==> src/rtl/mdio_master.sv <==
`default_nettype none
// ============================================================================
// Module      : mdio_master
// Description : MDIO management-frame master with host read/write path and an
//               optional periodic status poll (define MDIO_MASTER_POLL_EN).
// Revision    : 1.0
// ============================================================================
module mdio_master #(
    parameter logic [4:0] POLL_PHYAD = 5'd1,
    parameter logic [4:0] POLL_REGAD = 5'd1
) (
    input  logic        clock,
    input  logic        rst,
    input  logic        mdcclk,
    input  logic        mdsevt,
    input  logic        cmd_req,
    input  logic        cmd_wr,
    input  logic [4:0]  cmd_phyad,
    input  logic [4:0]  cmd_regad,
    input  logic [15:0] cmd_wdata,
    output logic        cmd_ack,
    output logic        done,
    output logic        busy,
    output logic [15:0] rdata,
    output logic [15:0] poll_sts,
    output logic        link_up,
    output logic        mdc,
    output logic        mdio_o,
    output logic        mdio_oe,
    input  logic        mdio_i
);

    typedef enum logic [2:0] {
        S_IDLE = 3'd0,
        S_PRE  = 3'd1,
        S_HDR  = 3'd2,
        S_TA   = 3'd3,
        S_DATA = 3'd4
    } state_t;

    localparam logic [5:0] c_last_bit = 6'd63;
    localparam logic [5:0] c_last_drv = 6'd45;

    state_t      r_state;
    logic        r_mdc_q;
    logic [5:0]  r_cnt;
    logic        r_wr;
    logic [4:0]  r_phyad;
    logic [4:0]  r_regad;
    logic [15:0] r_wdata;
    logic [15:0] r_shift;

    logic        w_rise;
    logic        w_fall;
    logic [5:0]  w_next;
    logic [63:0] w_frame;
    logic        w_next_oe;
    logic        w_next_bit;
    logic        w_is_poll;
    state_t      w_next_state;

    assign w_rise = mdcclk & ~r_mdc_q;
    assign w_fall = ~mdcclk & r_mdc_q;
    assign mdc    = r_mdc_q;

    // Whole frame as one MSB-first vector; bit n of the wire is w_frame[63-n].
    assign w_frame    = {32'hFFFF_FFFF, 2'b01, (r_wr ? 2'b01 : 2'b10),
                         r_phyad, r_regad, 2'b10, r_wdata};
    assign w_next     = r_cnt + 6'd1;
    assign w_next_oe  = r_wr | (w_next <= c_last_drv);
    assign w_next_bit = w_frame[6'd63 - w_next];

    always_comb begin
        w_next_state = S_DATA;
        if (w_next < 6'd32)
            w_next_state = S_PRE;
        else if (w_next < 6'd46)
            w_next_state = S_HDR;
        else if (w_next < 6'd48)
            w_next_state = S_TA;
    end

`ifdef MDIO_MASTER_POLL_EN
    logic r_mdsevt_q;
    logic r_poll_pend;
    logic r_poll;
    logic w_poll_evt;

    assign w_poll_evt = mdsevt & ~r_mdsevt_q;
    assign w_is_poll  = r_poll;
`else
    logic w_unused_poll;

    assign w_unused_poll = ^{mdsevt, POLL_PHYAD, POLL_REGAD};
    assign w_is_poll     = 1'b0;
    assign poll_sts      = 16'h0000;
`endif

    assign link_up = poll_sts[2];

    always_ff @(posedge clock or posedge rst) begin
        if (rst) begin
            r_state   <= S_IDLE;
            r_cnt     <= 6'd0;
            r_mdc_q   <= 1'b0;
            r_wr      <= 1'b0;
            r_phyad   <= 5'd0;
            r_regad   <= 5'd0;
            r_wdata   <= 16'h0000;
            r_shift   <= 16'h0000;
            cmd_ack   <= 1'b0;
            done      <= 1'b0;
            busy      <= 1'b0;
            mdio_o    <= 1'b0;
            mdio_oe   <= 1'b0;
            rdata     <= 16'h0000;
`ifdef MDIO_MASTER_POLL_EN
            r_mdsevt_q  <= 1'b0;
            r_poll_pend <= 1'b0;
            r_poll      <= 1'b0;
            poll_sts    <= 16'h0000;
`endif
        end else begin
            cmd_ack <= 1'b0;
            done    <= 1'b0;
            r_mdc_q <= mdcclk;
`ifdef MDIO_MASTER_POLL_EN
            r_mdsevt_q <= mdsevt;
`endif
            // Turnaround has released the line; the PHY's data is valid at MDC rise.
            if (w_rise && (r_state == S_DATA) && !r_wr)
                r_shift <= {r_shift[14:0], mdio_i};

            if (w_fall) begin
                case (r_state)
                    S_IDLE: begin
                        if (cmd_req) begin
                            r_wr    <= cmd_wr;
                            r_phyad <= cmd_phyad;
                            r_regad <= cmd_regad;
                            r_wdata <= cmd_wdata;
                            cmd_ack <= 1'b1;
                            r_state <= S_PRE;
                            r_cnt   <= 6'd0;
                            busy    <= 1'b1;
                            mdio_oe <= 1'b1;
                            mdio_o  <= 1'b1;
`ifdef MDIO_MASTER_POLL_EN
                            r_poll  <= 1'b0;
                        end else if (r_poll_pend) begin
                            r_wr        <= 1'b0;
                            r_phyad     <= POLL_PHYAD;
                            r_regad     <= POLL_REGAD;
                            r_wdata     <= 16'h0000;
                            r_poll      <= 1'b1;
                            r_poll_pend <= 1'b0;
                            r_state     <= S_PRE;
                            r_cnt       <= 6'd0;
                            busy        <= 1'b1;
                            mdio_oe     <= 1'b1;
                            mdio_o      <= 1'b1;
`endif
                        end
                    end
                    default: begin
                        if (r_cnt == c_last_bit) begin
                            r_state <= S_IDLE;
                            r_cnt   <= 6'd0;
                            busy    <= 1'b0;
                            mdio_oe <= 1'b0;
                            mdio_o  <= 1'b0;
                            done    <= ~w_is_poll;
                            if (!r_wr && !w_is_poll)
                                rdata <= r_shift;
`ifdef MDIO_MASTER_POLL_EN
                            if (!r_wr && r_poll)
                                poll_sts <= r_shift;
`endif
                        end else begin
                            r_state <= w_next_state;
                            r_cnt   <= w_next;
                            mdio_oe <= w_next_oe;
                            mdio_o  <= w_next_oe & w_next_bit;
                        end
                    end
                endcase
            end

`ifdef MDIO_MASTER_POLL_EN
            // A fresh event during a poll load re-arms the request rather than being lost.
            if (w_poll_evt)
                r_poll_pend <= 1'b1;
`endif
        end
    end

endmodule
`default_nettype wire

==> config.mk <==
export PLATFORM = sky130hd
export DESIGN_NAME = mdio_master
export DESIGN_NICKNAME = d
export VERILOG_FILES = /design/src/rtl/mdio_master.sv
export SDC_FILE = /design/constraint.sdc
export NUM_CORES = 1
export LEC_CHECK = 0
export ABC_AREA = 1
export BUFFER_PORTS_ARGS = -buffer_cell sky130_fd_sc_hd__buf_4
export CELL_PAD_IN_SITES_DETAIL_PLACEMENT = 0
export CELL_PAD_IN_SITES_GLOBAL_PLACEMENT = 1
export CORE_MARGIN = 4
export CORE_UTILIZATION = 40
export CTS_CLUSTER_DIAMETER = 100
export DETAILED_ROUTE_END_ITERATION = 8
export MAX_ROUTING_LAYER = met4
export PLACE_DENSITY_LB_ADDON = 0.05
export SYNTH_ARGS = -nofsm -noshare
export SYNTH_HDL_FRONTEND = slang
export SYNTH_SLANG_ARGS = --single-unit
export TNS_END_PERCENT = 1
==> constraint.sdc <==
create_clock -name clock -period 2.7 [get_ports clock]
set_input_delay 0.27 -clock clock [delete_from_list [all_inputs] [get_ports clock]]
set_output_delay 0.27 -clock clock [all_outputs]
set_load 0.005 [all_outputs]
# Word level (Yosys, flattened, before mapping)
# Index checks and enable logic that the tools add are counted.
[classes]
n_addsub = 2
n_lt_le_gt_ge = 5
eq_ne = 3
n_mux = 25
n_bitwise = 8
reduce_logical = 9
[ops]
columns = ["operator", "count"]
rows = [
  ["$lt A6 B6 Y1 const B", 3],
  ["$mux W3", 6],
  ["$mux W6", 3],
  ["$mux W1", 14],
  ["$lt A6 B7 Y1 const B", 1],
  ["$add A6 B1 Y6 const B", 1],
  ["$bmux W1 S6", 1],
  ["$eq A6 B6 Y1 const B", 1],
  ["$le A6 B6 Y1 const B", 1],
  ["$reduce_and A3 Y1", 2],
  ["$sub A6 B6 Y6 const A", 1],
  ["$not A1 Y1", 4],
  ["$reduce_and A4 Y1", 1],
  ["$and A1 B1 Y1", 3],
  ["$eq A3 B3 Y1 const B", 1],
  ["$logic_not A3 Y1", 1],
  ["$logic_and A1 B1 Y1", 2],
  ["$mux W2", 1],
  ["$ne A2 B2 Y1 const B", 1],
  ["$reduce_and A2 Y1", 1],
  ["$reduce_bool A2 Y1", 1],
  ["$logic_not A1 Y1", 1],
  ["$or A1 B1 Y1", 1],
]
[word_totals]
register_bits = 74
output_inout_bits = 39
elab_cells = 66

# Depth between registers and ports, before layout
# Gate-level depths: netlist (run 1).
[depth]
ltp_word = 7
mapped_depth = 14

# Worst setup path after synthesis (run 1)
# Ideal clock, no wire load.
[synth_timing]
kind = "register to register"
start = "reg r_cnt[0]"
end = "reg mdio_o"
arrival_time_ns = 1.754
slack_ns = 0.833
stages_incl_launch_ff = 15
n_path_buf = 2
path_cell_list = "dfrtp_1 -> inv_1 -> buf_1 -> ha_1 -> clkbuf_1 -> nor2_1 -> nand2_1 -> nand3_1 -> nand2_1 -> nand2_1 -> nand2_1 -> nand2_1 -> nand3_1 -> nand2_1 -> inv_1"
[synth_between]
elab_chain_len = 7
[synth_rtl]
columns = ["element", "line_no", "text"]
rows = [
  ["start: declaration", "46", "logic [5:0] r_cnt;"],
  ["start signal: assignment", "181", "r_cnt <= w_next;"],
  ["$add A6 B1 Y6", "69", "assign w_next = r_cnt + 6'd1;"],
  ["$sub A6 B6 Y6", "71", "assign w_next_bit = w_frame[6'd63 - w_next];"],
  ["$bmux W1 S6", "71", ""],
  ["$mux W1 (not written as such)", "71", ""],
  ["$and A1 B1 Y1", "183", "mdio_o <= w_next_oe & w_next_bit;"],
  ["$mux W1 *", "166", "if (r_cnt == c_last_bit) begin"],
  ["$mux W1 *", "135", "case (r_state)"],
  ["end signal: assignment", "183", ""],
  ["end: declaration", "28", "output logic mdio_o,"],
]
# Mark *: on every way between the ends. The rest lies on a longest branch, timed or not. The select of a mux whose other input is x is not followed.
# A chain may end at the register's enable or synchronous reset.

# Worst setup path after layout (run 1)
[layout_timing]
start = "reg r_cnt[0]"
end = "reg rdata[10]"
[layout_between]
elab_chain_len = 2
[layout_rtl]
columns = ["element", "line_no", "text"]
rows = [
  ["$eq A6 B6 Y1", "166", ""],
  ["$reduce_and A4 Y1 (no source line)", "--", ""],
  ["end signal: assignment", "174", "rdata <= r_shift;"],
  ["end: declaration", "24", "output logic [15:0] rdata,"],
]
# Every way passes these cells.

==> flow_metrics.py, run 1 <==
metrics = {
    "setup_path": {
        "cp_slowest_stage_delay_ns": 0.62,
        "crit_path_top_delay_cell": "dfrtp_1",
        "critPathMaxFanout": 26,
        "required_ns": 2.97,
        "worstSetupEndpointType": "register",
        "startpoint_type": "register",
        "cp_cell_sequence": "ha_1 -> nand2_2 -> nor3_2 -> inv_2 -> nor2_4 -> inv_4 -> nor2_8 -> nor2_1 -> a21oi_2",
        "critPathArrivalTime_ns": 2.38,
        "critical_path_class": "register to register",
    },
    "run_status": {
        "status": "completed",
    },
    "floorplanning": {
        "die_area_sq_mm": 0.01022,
        "core_area_sq_mm": 0.008341,
        "num_rows": 33,
        "fp.dieW_um": 101.1,
        "io_pins": 72,
        "initial_core_util": 0.4157,
        "die_height_um": 101.1,
    },
    "sta": {
        "maxSlewViolCount": 0,
        "period_minus_slack_ns": 2.108,
        "rsz0062_at_grt": "no",
        "fin_crit_sh": 0.7808,
        "skew_ns": 0.004975,
        "max_freq_mhz": 474.4,
        "tightest_slew_ns": 0.7865,
        "hold_violations": 0,
        "timing.hold.ws_ns": 0.06115,
        "maxSlewHeadroom": 0.4757,
        "setup_viol": 0,
        "tns_ns": 0,
        "worst_slack_ns": 0.5919,
    },
    "clock_network": {
        "clk_path_buf_depth": 2,
        "htreeDepth": 3,
        "cts_root_buf": "clkbuf_8",
        "cts_tree": "built",
        "clk_pin_slew_ns": 0.08,
        "clk_latency_ns": 0.34,
        "post_cts_resized": 0,
        "cts_made_buffers": 9,
        "cts_sinks": 74,
    },
    "pwr": {
        "leakage_nw": 2.121,
        "power_switching_mw": 1.346,
        "p_per_area_mw_per_mm2": 882.9,
        "power.internal_mw": 2.268,
        "p_seq_frac": 0.446,
        "finalPower_mw": 3.614,
        "ir_worst_vdd_v": 0.0003401,
        "clkPwrFrac": 0.213,
        "p_sw_frac": 0.3725,
        "pwr-share-comb": 0.342,
    },
    "final_layout": {
        "drive_gt1_frac": 0.1896,
        "area_delta_synth_final_pct": 18.08,
        "final_util": 0.4908,
        "fin_cells": 585,
        "final_area_sq_mm": 0.004094,
        "num_antenna_cells": 0,
        "layout.nets": 511,
    },
    "synthesis": {
        "synth_cell_types": 28,
        "yosysSeqAreaShare": 0.5341,
        "syn_inst": 419,
        "yosys_warnings": 0,
        "synth_seq_cells": 74,
        "synth_area_per_cell_sq_um": 8.275,
        "syn_area_sq_mm": 0.003467,
    },
    "job": {
        "maxCapViolations": 0,
    },
    "placed_design": {
        "dp.cells": 569,
        "port-buffer-count": 53,
        "hpwl_um": 5229,
        "place_area_sq_mm": 0.003913,
        "pre_cts_slack_ns": 0.5921,
        "gp_congestion": 0.8270,
    },
    "route": {
        "num_vias": 2669,
        "routed_wl_um": 7450,
        "vias_per_cell": 4.562,
        "drc_errors": 0,
        "drtIter0Drc": 92,
        "drt_first_pass_iters": 4,
        "avgRoutedWirePerCell_um": 12.74,
        "postRouteAntennaNets": 0,
    },
    "grt": {
        "grt_usage": 0.1645,
        "grt_max_degree": 49,
        "grt.overflow.total": 0,
        "grt_pass1_wl_um": 12770,
        "grt_pass1_vias": 2647,
        "grt_antenna_before_repair": 0,
    },
    "min_path": {
        "hp-class": "primary input to register",
    },
}
==> area by class of cell <==
| cell class | instances | area, sq um |
|---|---|---|
| Fill cell | 857 | 4247 |
| Sequential cell | 74 | 1852 |
| Multi-Input combinational cell | 275 | 1254 |
| Timing Repair Buffer | 62 | 480.5 |
| Inverter | 54 | 205.2 |
| Clock buffer | 13 | 158.9 |
| Tap cell | 105 | 131.4 |
| Clock inverter | 2 | 12.51 |
==> worst max-delay path: cells and delay by family, from the launching register on <==
family | cells | cell delay, ns
fa+ha+maj | 1 | 0.28
flops | 1 | 0.62
compound gates | 1 | 0.12
buf+inv | 2 | 0.16
simple gates | 5 | 0.86
==> power groups by stage <==
stage	registers [mW]	clock network [mW]	logic, mW
6_report	1.61	0.769	1.23
3_3_place_gp	1.63	0	1.24
2_1_floorplan	1.54	0	0.932
5_1_grt	1.65	0.841	1.46
4_1_cts	1.61	0.798	1.25
3_5_place_dp	1.63	0	1.24
==> logic make-up (layout without fill, tap and decap cells) <==
| group | after synthesis | in the layout | share of synthesized area |
|---|---|---|---|
| AND/OR/NAND/NOR | 188 | 188 | 0.2284 |
| buffers and inverters | 86 | 131 | 0.1234 |
| flip-flops | 74 | 74 | 0.5341 |
| AO/OA/AOI/OAI | 68 | 68 | 0.1057 |
| other | 1 | 17 | 0.001082 |
| adder cells (fa/ha/maj) | 2 | 2 | 0.007216 |
==> sequential cells by signal, indices dropped and copies added, names as in the netlist <==
name and flops:
r_shift 16, mdc 1, busy 1, r_regad 5
rdata 16, mdio_o 1, r_state 3, r_wr 1
done 1, mdio_oe 1, r_wdata 16, cmd_ack 1
r_cnt 6, r_phyad 5
==> final timing paths <==
check                            from         end  slack (ns)  cells past startpoint
max                          r_cnt[0]   rdata[10]        0.59                      9
min                            mdcclk         mdc        0.06                      1
max reg2reg                  r_cnt[0]   rdata[10]        0.59                      9
min reg2reg                r_regad[1]  r_regad[1]        0.48                      2
max in group asynchronous         rst  r_wdata[7]        1.52                      4
min in group asynchronous         rst     cmd_ack        0.50                      3
==> metal layers <==
| layer | up-vias | share of wire | routed length (um) | track usage |
|---|---|---|---|---|
| li1 | 1380 | - | - | - |
| met1 | 1233 | 0.50 | 3755 | 0.2315 |
| met2 | 50 | 0.45 | 3347 | 0.2374 |
| met3 | 6 | 0.039 | 294 | 0.04983 |
| met4 | 0 | 0.0070 | 52 | 0.03067 |
| met5 | - | 0 | 0 | - |
==> Yosys cell counts, drive strengths merged <==
master | n | area [sq um]
nand2 | 120 | 452.9
dfrtp | 74 | 1852
inv | 54 | 205.2
o21ai | 43 | 215.2
nor2 | 41 | 187.7
buf | 27 | 203.9
nand3 | 22 | 110.1
a21oi | 19 | 110.1
clkbuf | 5 | 18.77
o22ai | 5 | 31.28
ha | 2 | 25.02
nor3 | 2 | 20.02
or2 | 2 | 15.02
a32o | 1 | 10.01
conb | 1 | 3.750
nand4 | 1 | 6.260
==> cell usage in the layout (no fill, tap or decap), drive strengths merged <==
| master | count |
|---|---|
| nor2 | 41 |
| conb | 17 |
| nand4 | 1 |
| o21ai | 43 |
| nand2 | 120 |
| a32o | 1 |
| nor3 | 2 |
| dlygate4sd3 | 1 |
| nand3 | 22 |
| clkbuf | 13 |
| dfrtp | 74 |
| clkinvlp | 1 |
| clkinv | 1 |
| a21oi | 19 |
| o22ai | 5 |
| ha | 2 |
| or2 | 2 |
| buf | 61 |
| inv | 54 |
==> timing repair <==
item / 4_1_cts / 5_1_grt
endpoints found under the hold margin: 17 / 0
hold buffers: 1 / 0
setup buffers: 0 / 0
(Power assumes the default switching activity.)
==> run 2, diff against run 1 <==
--- a/config.mk
+++ b/config.mk
@@ -10,7 +10,7 @@
 export CELL_PAD_IN_SITES_DETAIL_PLACEMENT = 0
 export CELL_PAD_IN_SITES_GLOBAL_PLACEMENT = 1
 export CORE_MARGIN = 4
-export CORE_UTILIZATION = 40
+export CORE_UTILIZATION = 36
 export CTS_CLUSTER_DIAMETER = 100
 export DETAILED_ROUTE_END_ITERATION = 8
 export MAX_ROUTING_LAYER = met4
==> constraint.sdc (replaced) <==
create_clock -name clock -period 1.9 [get_ports clock]
set_input_delay 0.19 -clock clock [delete_from_list [all_inputs] [get_ports clock]]
set_output_delay 0.19 -clock clock [all_outputs]
set_load 0.005 [all_outputs]
==> run 2 against run 1 <==
- via count up 1.2%
- sequential share of layout area shrank 2.1 points
- clock-buffer cell count is 4 lower
- clock skew is 0.0061 ns higher
- critical endpoint is now r_phyad[4]
- first-iteration DRC count up 17%
- die area up 10%
- combinational power up 53%
- routed wire length shrank 0.44%
- global-route usage decreased by 1.7 points
==> flow_metrics.py, run 2 (synthesized netlist as in run 1, its figures left out) <==
metrics = {
    "clock_network": {
        "clk_pin_slew_ns": 0.09,
        "htreeDepth": 3,
        "clk_latency_ns": 0.34,
        "clk_path_buf_depth": 2,
        "cts_sinks": 74,
        "cts_tree": "built",
        "cts_root_buf": "clkbuf_8",
        "cts_made_buffers": 9,
    },
    "grt": {
        "met2_usage": 0.2140,
        "top_usage_layer": "met2",
        "grt_antenna_before_repair": 0,
        "gr-usage-met3": 0.03218,
        "grt_usage": 0.1471,
        "met1_usage": 0.2050,
        "grt_pass1_vias": 2714,
        "grt_pass1_wl_um": 12880,
        "grt_max_degree": 75,
        "grt.overflow.total": 0,
    },
    "sta": {
        "max_freq_mhz": 578.0,
        "fin_crit_sh": 0.9106,
        "rsz0062_at_grt": "yes",
        "skew_ns": 0.01104,
        "setup_viol": 0,
        "timing.hold.ws_ns": 0.04097,
        "maxSlewViolCount": 0,
        "hold_violations": 0,
        "period_minus_slack_ns": 1.730,
    },
    "setup_path": {
        "cp_slowest_stage_delay_ns": 0.40,
        "critical_path_class": "register to register",
        "critPathMaxFanout": 10,
        "required_ns": 2.18,
        "worstSetupEndpointType": "register",
        "crit_path_top_delay_cell": "dfrtp_1",
        "startpoint_type": "register",
        "critPathArrivalTime_ns": 2.01,
        "cp_cell_sequence": "or2_1 -> nor2_2 -> inv_1 -> nor3_4 -> buf_12 -> buf_4 -> buf_12 -> nand2_1 -> nand2_1",
    },
    "final_layout": {
        "layout.nets": 520,
        "num_antenna_cells": 0,
        "drive_gt1_frac": 0.2143,
        "area_delta_synth_final_pct": 23.82,
        "final_util": 0.4602,
        "num-fill-cells": 960,
        "final_area_sq_mm": 0.004293,
        "final_cell_mix": "nand2_1, dfrtp_1, buf_4",
        "largest_registers": "r_shift (16), r_wdata (16), rdata (16)",
        "final_common_cell": "nand2_1",
    },
    "route": {
        "avgRoutedWirePerCell_um": 11.98,
        "routed_wl_um": 7417,
        "drtIter0Drc": 108,
        "vias_per_cell": 4.362,
        "drc_errors": 0,
        "postRouteAntennaNets": 0,
        "drt_first_pass_iters": 4,
        "num_vias": 2700,
    },
    "floorplanning": {
        "core_area_sq_mm": 0.009328,
        "fp.dieW_um": 106.1,
        "num_rows": 35,
        "die_area_sq_mm": 0.01126,
        "die_height_um": 106.1,
        "initial_core_util": 0.3717,
        "io_pins": 72,
    },
    "pwr": {
        "p_per_area_mw_per_mm2": 1261,
        "leakage_nw": 2.202,
        "ir_worst_vdd_v": 0.0005081,
        "finalPower_mw": 5.414,
    },
    "placed_design": {
        "place_area_sq_mm": 0.004016,
        "gp_congestion": 0.8122,
        "port-buffer-count": 53,
        "hpwl_um": 5209,
    },
    "run_status": {
        "status": "completed",
    },
    "job": {
        "maxCapViolations": 0,
    },
    "min_path": {
        "hp-class": "primary input to register",
    },
}
-- run 2: changes by cell type in the layout (fill, tap and decap cells not counted), moves of 2 or more --
cell,before,now
buf_4,60,64
buf_12,1,4
clkbuf_1,2,0
clkbuf_8,11,9
clkinvlp_4,1,3
inv_8,0,2
nor2_1,37,35
-- run 2: area by class of cell --
cell class / instances / area [sq um] / share of cell area
clock buffers: 9 / 123.9 / 0.02885
clock inverters: 7 / 85.08 / 0.01982
inverters: 54 / 209.0 / 0.04867
multi-input cells: 275 / 1270 / 0.2958
flip-flops and latches: 74 / 1852 / 0.4314
well taps: 129 / 161.4 / 0.03760
repair buffers: 71 / 591.8 / 0.1379
-- run 2: routing by layer --
| metal | part of all wire | up-vias | wire [um] |
|---|---|---|---|
| li1 | - | 1398 | - |
| met1 | 0.51 | 1244 | 3807 |
| met2 | 0.44 | 51 | 3267 |
| met3 | 0.033 | 7 | 248 |
| met4 | 0.013 | 0 | 93 |
| met5 | 0 | - | 0 |
-- run 2: stage by stage --
step | std cells | setup WS (ns) | setup TNS (ns)
2_1_floorplan | 435 | 0.03337 | 0
6_report | 619 | 0.1699 | 0
4_1_cts | 619 | 0.1309 | 0
5_1_grt | 619 | -0.002269 | -0.002269
3_5_place_dp | 599 | 0.03692 | 0
3_3_place_gp | 599 | 0.06507 | 0
-- run 2: path summary, 6_finish.rpt --
check	start	to	slack, ns	depth (start not counted)
hold / removal	cmd_wdata[4]	r_wdata[4]	0.04	3
hold reg to reg	r_phyad[4]	r_phyad[4]	0.48	2
min in group asynchronous	rst	r_phyad[0]	0.50	4
setup reg to reg	r_state[1]	r_phyad[4]	0.17	9
setup / recovery	r_state[1]	r_phyad[4]	0.17	9
max in group asynchronous	rst	mdio_o	1.09	4
-- run 2: where the power goes --
| part | total, mW | switching, mW | internal (mW) | leakage, nW |
|---|---|---|---|---|
| Combinational | 1.88 | 1.14 | 0.745 | 1.21 |
| Sequential | 2.25 | 0.243 | 2.01 | 0.895 |
| Clock | 1.28 | 0.651 | 0.631 | 0.0999 |
| Total | 5.41 | 2.03 | 3.39 | 2.20 |
-- run 2: critical path: cells and delay by family (launching register included) --
family,cells,cell delay [ns]
simple gates,5,0.79
buf+inv,4,0.47
flops,1,0.40
-- run 2: repair_timing --
item,CTS,global route
gates resized for setup,0,6
setup endpoints to repair,1,6
buffers inserted,2,0
endpoints found under the hold margin,75,0
hold buffers,2,0
pin swaps,1,0
